[config.mk]
export PLATFORM = sky130hd
export DESIGN_NAME = h_xor_fold_accum_flat
export DESIGN_NICKNAME = d
export VERILOG_FILES = /design/src/rtl/h_xor_fold_accum_if.sv /design/src/rtl/h_xor_fold_accum.sv /design/src/flat_wrapper.sv
export SDC_FILE = /design/constraint.sdc
export NUM_CORES = 1
export LEC_CHECK = 0
export ABC_AREA = 0
export ABC_CLOCK_PERIOD_IN_PS = 1800
export BUFFER_PORTS_ARGS = -buffer_cell sky130_fd_sc_hd__buf_2
export CAP_MARGIN = 10
export CORE_ASPECT_RATIO = 1.25
export CORE_MARGIN = 4
export CORE_UTILIZATION = 25
export CTS_CLUSTER_SIZE = 16
export DETAILED_ROUTE_END_ITERATION = 7
export HOLD_SLACK_MARGIN = 0.1
export PLACE_DENSITY = 0.48
export SETUP_SLACK_MARGIN = 0.4
export SYNTH_ARGS = -nofsm -noshare
export SYNTH_HDL_FRONTEND = slang
export SYNTH_SLANG_ARGS = --single-unit
export TNS_END_PERCENT = 20
[constraint.sdc]
create_clock -name clk -period 1.8 [get_ports clk]
set_input_delay 0.18 -clock clk [delete_from_list [all_inputs] [get_ports clk]]
set_output_delay 0.18 -clock clk [all_outputs]
set_load 0.02 [all_outputs]
[src/rtl/h_xor_fold_accum_if.sv]
// Word-in / frame-result-out handshake bundle for the XOR fold accumulator.
// The master side drives words and accepts results; the slave side is the accumulator.
interface h_xor_fold_accum_if #(
  parameter int WIDTH   = 16,
  parameter int COUNT_W = 8
);
  logic               in_valid;
  logic               in_ready;
  logic [WIDTH-1:0]   in_data;
  logic               in_last;
  logic               out_valid;
  logic               out_ready;
  logic [WIDTH-1:0]   out_sum;
  logic [COUNT_W-1:0] out_count;
  logic               out_parity;
  logic               out_ovf;

  modport master (
    output in_valid, in_data, in_last, out_ready,
    input  in_ready, out_valid, out_sum, out_count, out_parity, out_ovf
  );

  modport slave (
    input  in_valid, in_data, in_last, out_ready,
    output in_ready, out_valid, out_sum, out_count, out_parity, out_ovf
  );
endinterface

[src/rtl/h_xor_fold_accum.sv]
// Folds a word stream into a per-frame XOR checksum; result appears 1 cycle after the last word.
// Backpressure: in_ready drops while a result is held and while clr is asserted; no input buffering.
module h_xor_fold_accum #(
  parameter int               WIDTH   = 16,
  parameter logic [WIDTH-1:0] SEED    = '0,
  parameter int               COUNT_W = 8
) (
  input  logic                clk,
  input  logic                rst,
  input  logic                clr,
  h_xor_fold_accum_if.slave   bus
);

  typedef enum logic [0:0] {
    ACCUM = 1'b0,
    HOLD  = 1'b1
  } state_t;

  typedef struct packed {
    logic [WIDTH-1:0]   sum;
    logic [COUNT_W-1:0] count;
    logic               parity;
    logic               ovf;
  } res_t;

  state_t             state;
  state_t             state_nxt;
  logic [WIDTH-1:0]   acc;
  logic [COUNT_W-1:0] cnt;
  logic               ovf;
  res_t               res;

  logic               accept;
  logic               frame_end;
  logic               cnt_full;
  logic [COUNT_W-1:0] cnt_sat;
  logic [WIDTH-1:0]   acc_nxt;

  assign accept    = bus.in_valid & bus.in_ready;
  assign frame_end = accept & bus.in_last;
  assign cnt_full  = &cnt;
  assign cnt_sat   = cnt_full ? cnt : cnt + COUNT_W'(1);
  assign acc_nxt   = acc ^ bus.in_data;

  always_ff @(posedge clk) begin
    if (rst) begin
      state <= ACCUM;
    end else begin
      state <= state_nxt;
    end
  end

  always_comb begin
    state_nxt = state;
    case (state)
      ACCUM: if (frame_end) state_nxt = HOLD;
      HOLD:  if (bus.out_ready) state_nxt = ACCUM;
      default: state_nxt = ACCUM;
    endcase
  end

  always_comb begin
    bus.in_ready  = 1'b0;
    bus.out_valid = 1'b0;
    case (state)
      ACCUM: bus.in_ready  = ~clr;
      HOLD:  bus.out_valid = 1'b1;
      default: ;
    endcase
  end

  // Accumulator restarts from SEED on frame completion so the next frame has no residue.
  always_ff @(posedge clk) begin
    if (rst) begin
      acc <= SEED;
      cnt <= '0;
      ovf <= 1'b0;
    end else if (state == ACCUM) begin
      if (clr || frame_end) begin
        acc <= SEED;
        cnt <= '0;
        ovf <= 1'b0;
      end else if (accept) begin
        acc <= acc_nxt;
        cnt <= cnt_sat;
        ovf <= ovf | cnt_full;
      end
    end
  end

  always_ff @(posedge clk) begin
    if (rst) begin
      res <= '0;
    end else if (state == ACCUM && frame_end) begin
      res.sum    <= acc_nxt;
      res.count  <= cnt_sat;
      res.parity <= ^acc_nxt;
      res.ovf    <= ovf | cnt_full;
    end
  end

  assign bus.out_sum    = res.sum;
  assign bus.out_count  = res.count;
  assign bus.out_parity = res.parity;
  assign bus.out_ovf    = res.ovf;

endmodule

[src/flat_wrapper.sv]
// flat-port wrapper written by rule: the top's interface ports become plain ports
module h_xor_fold_accum_flat 
#(
  parameter int               WIDTH   = 16,
  parameter logic [WIDTH-1:0] SEED    = '0,
  parameter int               COUNT_W = 8
)
  (clk, rst, clr, bus_in_valid, bus_in_data, bus_in_last, bus_out_ready, bus_in_ready, bus_out_valid, bus_out_sum, bus_out_count, bus_out_parity, bus_out_ovf);
  h_xor_fold_accum_if #(.WIDTH(WIDTH), .COUNT_W(COUNT_W)) bus_i ();
  input  logic clk;
  input  logic rst;
  input  logic clr;
  input wire logic [$bits(bus_i.in_valid)-1:0] bus_in_valid;
  input wire logic [$bits(bus_i.in_data)-1:0] bus_in_data;
  input wire logic [$bits(bus_i.in_last)-1:0] bus_in_last;
  input wire logic [$bits(bus_i.out_ready)-1:0] bus_out_ready;
  output wire logic [$bits(bus_i.in_ready)-1:0] bus_in_ready;
  output wire logic [$bits(bus_i.out_valid)-1:0] bus_out_valid;
  output wire logic [$bits(bus_i.out_sum)-1:0] bus_out_sum;
  output wire logic [$bits(bus_i.out_count)-1:0] bus_out_count;
  output wire logic [$bits(bus_i.out_parity)-1:0] bus_out_parity;
  output wire logic [$bits(bus_i.out_ovf)-1:0] bus_out_ovf;
  assign bus_i.in_valid = bus_in_valid;
  assign bus_i.in_data = bus_in_data;
  assign bus_i.in_last = bus_in_last;
  assign bus_i.out_ready = bus_out_ready;
  assign bus_in_ready = bus_i.in_ready;
  assign bus_out_valid = bus_i.out_valid;
  assign bus_out_sum = bus_i.out_sum;
  assign bus_out_count = bus_i.out_count;
  assign bus_out_parity = bus_i.out_parity;
  assign bus_out_ovf = bus_i.out_ovf;
  h_xor_fold_accum #(.WIDTH(WIDTH), .SEED(SEED), .COUNT_W(COUNT_W)) u_core (.clk(clk), .rst(rst), .clr(clr), .bus(bus_i));
endmodule
---- Word level (Yosys, flattened, before mapping) ----
Index checks and enable logic that the tools add are counted.
word-level totals
  bits in registers ....................... 52
  output and inout bits ................... 28
  word-level logic and storage cells ...... 33
  bits of input ports ..................... 22
operators by class
  bitwise logic cells ..................... 6
  add/subtract/negate cells ............... 1
  reduce and logical (&&, ||, !) cells .... 6
  multiplexer cells ....................... 12
operators with widths
  cell                   number
  $mux W16               2
  $mux W8                3
  $reduce_xor A16 Y1     1
  $xor A16 B16 Y16       1
  $add A8 B1 Y8 const B  1
  $reduce_and A8 Y1      1
  $mux W1                6
  $and A1 B1 Y1          2
  $not A1 Y1             2
  $pmux W1 S2            1
  $reduce_and A2 Y1      1
  $reduce_bool A2 Y1     1
  $logic_and A1 B1 Y1    1
  $logic_or A1 B1 Y1     1
  $or A1 B1 Y1           1

---- Logic depth before layout (Yosys ltp) ----
  word-level depth ........................ 7
  mapped depth ............................ 8

---- Worst setup path after synthesis ----
OpenSTA, ideal clock, no wires.
  kind .................................... reg-to-reg
  start ................................... register u_core.state
  end ..................................... register u_core.cnt[3]
  path slack .............................. 0.112 ns
  library setup time ...................... 0.078 ns
  cell stages (with the launch flop) ...... 9
  required time ........................... 1.722 ns
  arrival ................................. 1.610 ns
  buffers on the path ..................... 2
  cells stage by stage .................... dfxtp_1 > nor2_2 > nand2_1 > or2_1 > buf_2 > buf_2 > a21oi_1 > nor2_1 > nor3_1
on the way
  word-level cells in the longest chain between the ends .. 6
  elaborated cells on any way between the ends .. 8
  those cells by class .................... mux: 2; bitwise: 3; reduce/logical: 3
ends and longest elaborated chain
  item                          line                    source
  start: declaration            h_xor_fold_accum.sv:26  state_t state;
  start signal: assignment      h_xor_fold_accum.sv:49  state <= state_nxt;
  $mux W1 (*)                   h_xor_fold_accum.sv:65  case (state)
  net bus_in_ready              flat_wrapper.sv:17      output wire logic [$bits(bus_i.in_ready)-1:0] bus_in_ready;
  $and A1 B1 Y1 (*)             h_xor_fold_accum.sv:39  assign accept = bus.in_valid & bus.in_ready;
  $and A1 B1 Y1                 h_xor_fold_accum.sv:40  assign frame_end = accept & bus.in_last;
  $logic_or A1 B1 Y1            h_xor_fold_accum.sv:79  if (clr || frame_end) begin
  $reduce_bool A2 Y1 (no line)  -
  $reduce_and A2 Y1 (no line)   -
  end signal: assignment        h_xor_fold_accum.sv:85  cnt <= cnt_sat;
  end: declaration              h_xor_fold_accum.sv:29  logic [COUNT_W-1:0] cnt;
Mark *: on every way through the listed nets, which the timed path passes. The rest lies on a longest branch.
A chain may end at the register's enable or synchronous reset.

---- Final worst setup path ----
  start ................................... register u_core.state
  end ..................................... register u_core.acc[15]
on the way
  word-level cells in the longest chain between the ends .. 6
  elaborated cells on any way between the ends .. 8
  those cells by class .................... mux: 2; bitwise: 3; reduce/logical: 3
ends and longest elaborated chain
  item                          line                    source
  $mux W1                       h_xor_fold_accum.sv:65
  $and A1 B1 Y1                 h_xor_fold_accum.sv:39
  $and A1 B1 Y1                 h_xor_fold_accum.sv:40
  $logic_or A1 B1 Y1            h_xor_fold_accum.sv:79
  $reduce_bool A2 Y1 (no line)  -
  $reduce_and A2 Y1 (no line)   -
  end signal: assignment        h_xor_fold_accum.sv:84  acc <= acc_nxt;
  end: declaration              h_xor_fold_accum.sv:28  logic [WIDTH-1:0] acc;
Parallel ways exist; a longest one is shown, timed or not.

==> metrics.yaml <==
outcome:
  status: "finished, final reports clean"
layout:
  area_growth_pct: 49.6
  finalInstanceArea_um2: 3580
  diodes: 0
  final_nets: 370
  post-route-util_pct: 38.8
  fill_cells: 917
  fin_cells: 471
  drive_gt1_share_pct: 46.3
cts:
  cts_tree: "built"
  clk_path_buf_depth: 2
  cts_root_buf: "clkbuf_16"
  clock_latency_ps: 290
  clkSlewWorstSetupHoldPaths_ps: 70
  htree_levels: 2
  clock_sinks: 52
  cts_buffers: 5
route:
  drtAntennaViolNets: 0
  routed_via_density: 4.65
  avgRoutedWirePerCell_um: 14.5
  vias: 2192
  drt_wl_total_um: 6810
  drt-initial-drc-count: 84
  dr.pass1.iters: 4
  drc_errors: 0
logic_synthesis:
  synthAdderAreaFrac_pct: 0.524
  avgSynthCellArea_um2: 8.30
  synth_warnings: 0
  ys_seq_elements: 52
  seq_area_frac_synth_pct: 43.6
  synth_top_family_by_area: "simple AND/OR/NAND/NOR gates"
  syn-num-nets: 311
  synth_compound_area_share_pct: 18.9
  syn_inst: 288
  ys_types: 30
  synth_top_area_share_pct: 43.6
  synth-xor-area-share_pct: 12.5
  synth-simple-area-share_pct: 20.9
  synth.area.top_cells: "dfxtp_1 (44%), xnor2_1 (12%), nor2_1 (8.6%)"
  synth_area_um2: 2390
  muxShareOfSynthArea_pct: 0.471
  synth_area_leader_cell: "dfxtp_1"
global_routing:
  grt_pass1_vias: 2164
  antenna_found_initial: 0
  grt_max_degree: 41
  grt_pass1_wl_um: 10300
  overflow: 0
  grt_usage_pct: 11.6
pwr:
  p_per_area_nw_per_um2: 847
  internal_power_mw: 2.30
  swShare_pct: 24.1
  p_seq_share_pct: 39.9
  power.leakage_nw: 1.39
  finalPower_mw: 3.03
  vdd_drop_max_mv: 0.382
  switching_power_mw: 0.729
  pwr-share-comb_pct: 16.5
  p_clk_share_pct: 43.6
placement:
  dpl-instance-area_um2: 2900
  placed_cells: 449
  gp_congestion: 0.833
  dp_slack_ps: 254
  port_buffers: 49
  hpwlAfterDp_um: 4160
floorplanning:
  core_area_um2: 9220
  num_rows: 39
  die_w_um: 95.5
  start_util_pct: 25.9
  pin_count: 50
  die_h_um: 117
  dieArea_um2: 11200
sta:
  max-slew-margin-rel_pct: 78.1
  drv_slew: 0
  fmax_ghz: 0.697
  timing_hold_violations_final: 0
  setup_ws_ps: 365
  rsz0062_at_grt: "yes"
  period_needed_ps: 1430
  tightestPinTransition_ps: 328
  fin_tns_setup_ps: 0
  finalSetupViolations: 0
  whs_ps: 145
  skew_ps: 4.25
  fin_crit_sh_pct: 79.7
worst_hold_path:
  holdCritPathClass: "input port to flop"
setup_path:
  path_max_fanout: 7
  start_kind: "flop"
  critPathKind: "flop to flop"
  end_kind: "flop"
  cp.arrival_ps: 1670
  worstPathRequired_ps: 2040
flow_run:
  maxCapViolations: 0
[layout make-up]
class / count / area, µm² / share of cell area [%]
clock inverter: 2 / 60.1 / 1.68
timing repair buffer: 70 / 508 / 14.2
tap: 123 / 154 / 4.30
clock buffer: 6 / 150 / 4.20
multi-input combinational: 218 / 1620 / 45.4
sequential: 52 / 1080 / 30.2
[state kept, by name, indices dropped and copies added, names as in the netlist]
| signal | count |
|---|---|
| u_core.bus.out_ovf | 1 |
| u_core.bus.out_count | 8 |
| u_core.state | 1 |
| u_core.bus.out_sum | 16 |
| u_core.bus.out_parity | 1 |
| u_core.ovf | 1 |
| u_core.acc | 16 |
| u_core.cnt | 8 |
[layer usage]
metal | up-vias | GRT usage, % | wire (µm)
met2 | 25 | 20.1 | 3730
met3 | 6 | 2.56 | 200
li1 | 1124 | - | -
met1 | 1037 | 13.3 | 2780
met5 | - | 0 | 0
met4 | 0 | 5.25 | 103
[critical path: stages (launching register included)]
cell	delay, ps
dfxtp_4	360
nor2_4	110
nand2_2	60
or2_4	310
clkbuf_16	190
nor3b_1	190
a21oi_1	60
nor2_1	80
[cells in the final DEF, fill, tap and decap left out, types with 2 or more instances in the layout]
master     instances
o21ai_2            4
a211oi_1          18
xnor2_4            2
clkbuf_16          9
bufinv_16          2
xnor2_1           13
buf_12             3
buf_4             12
nand3_1            3
a21oi_2            2
nor2_1            53
nor2_2             2
nand3_2            3
nor3_2             3
buf_6              2
nand2_1           11
xnor2_2           18
nor3_1             3
dfxtp_2           17
dfxtp_4            5
nand2_2            2
a22oi_1            2
o21ai_0           10
buf_2             49
dfxtp_1           30
o21ai_1            6
a21oi_1           28
nor3b_2           15
[timing repair]
item                       4_1_cts  5_1_grt
setup endpoints to repair       40       46
resized for setup               42       36
gates cloned                     0        6
hold endpoints to repair         0        0
setup buffers                    7        1
pin swaps                       23       17
hold buffers                     0        0
[cell families after synthesis]
family                   count (synthesis)
XOR/XNOR                                34
adder cells (fa/ha/maj)                  1
AND/OR/NAND/NOR                        106
AO/OA/AOI/OAI                           76
buffers and inverters                   18
flip-flops                              52
multiplexers                             1
[power groups by stage]
| stage | sequential (mW) | clock (mW) | combinational [mW] |
|---|---|---|---|
| CTS | 1.21 | 1.35 | 0.466 |
| global placement | 1.24 | 0 | 0.415 |
| detailed placement | 1.24 | 0 | 0.419 |
| floorplan | 1.27 | 0 | 0.269 |
| global route | 1.21 | 1.40 | 0.548 |
| finish | 1.21 | 1.32 | 0.501 |
[cell usage after synthesis]
library cell and n:
a22oi_1 2, nor2_2 1, or2_2 1, and3_1 2, a31oi_1 1, o211ai_1 1, nor3_1 6, mux2_2 1
nand2_1 14, nor2_1 55, a21o_1 1, a32oi_1 1, a21oi_1 30, xnor2_1 33, buf_2 7, dfxtp_1 52
nand2b_1 1, a211oi_1 18, nor2b_1 1, a311oi_1 1, or2_1 1, or3_1 1, xor2_1 1, nor3b_1 16
a211oi_2 1, ha_1 1, nand3_1 6, nor3_2 1, o21ai_0 20, clkbuf_1 11
[path summary, 6_finish.rpt]
kind / startpoint / end / slack [ps] / cells past startpoint
worst max-delay path: u_core.state / u_core.acc[15] / 370 / 7
worst min-delay path: bus_out_ready / u_core.state / 140 / 3
worst max register to register: u_core.state / u_core.acc[15] / 370 / 7
worst min register to register: u_core.bus.out_count[6] / u_core.bus.out_count[6] / 450 / 2
Power figures use the tool's default switching activity.
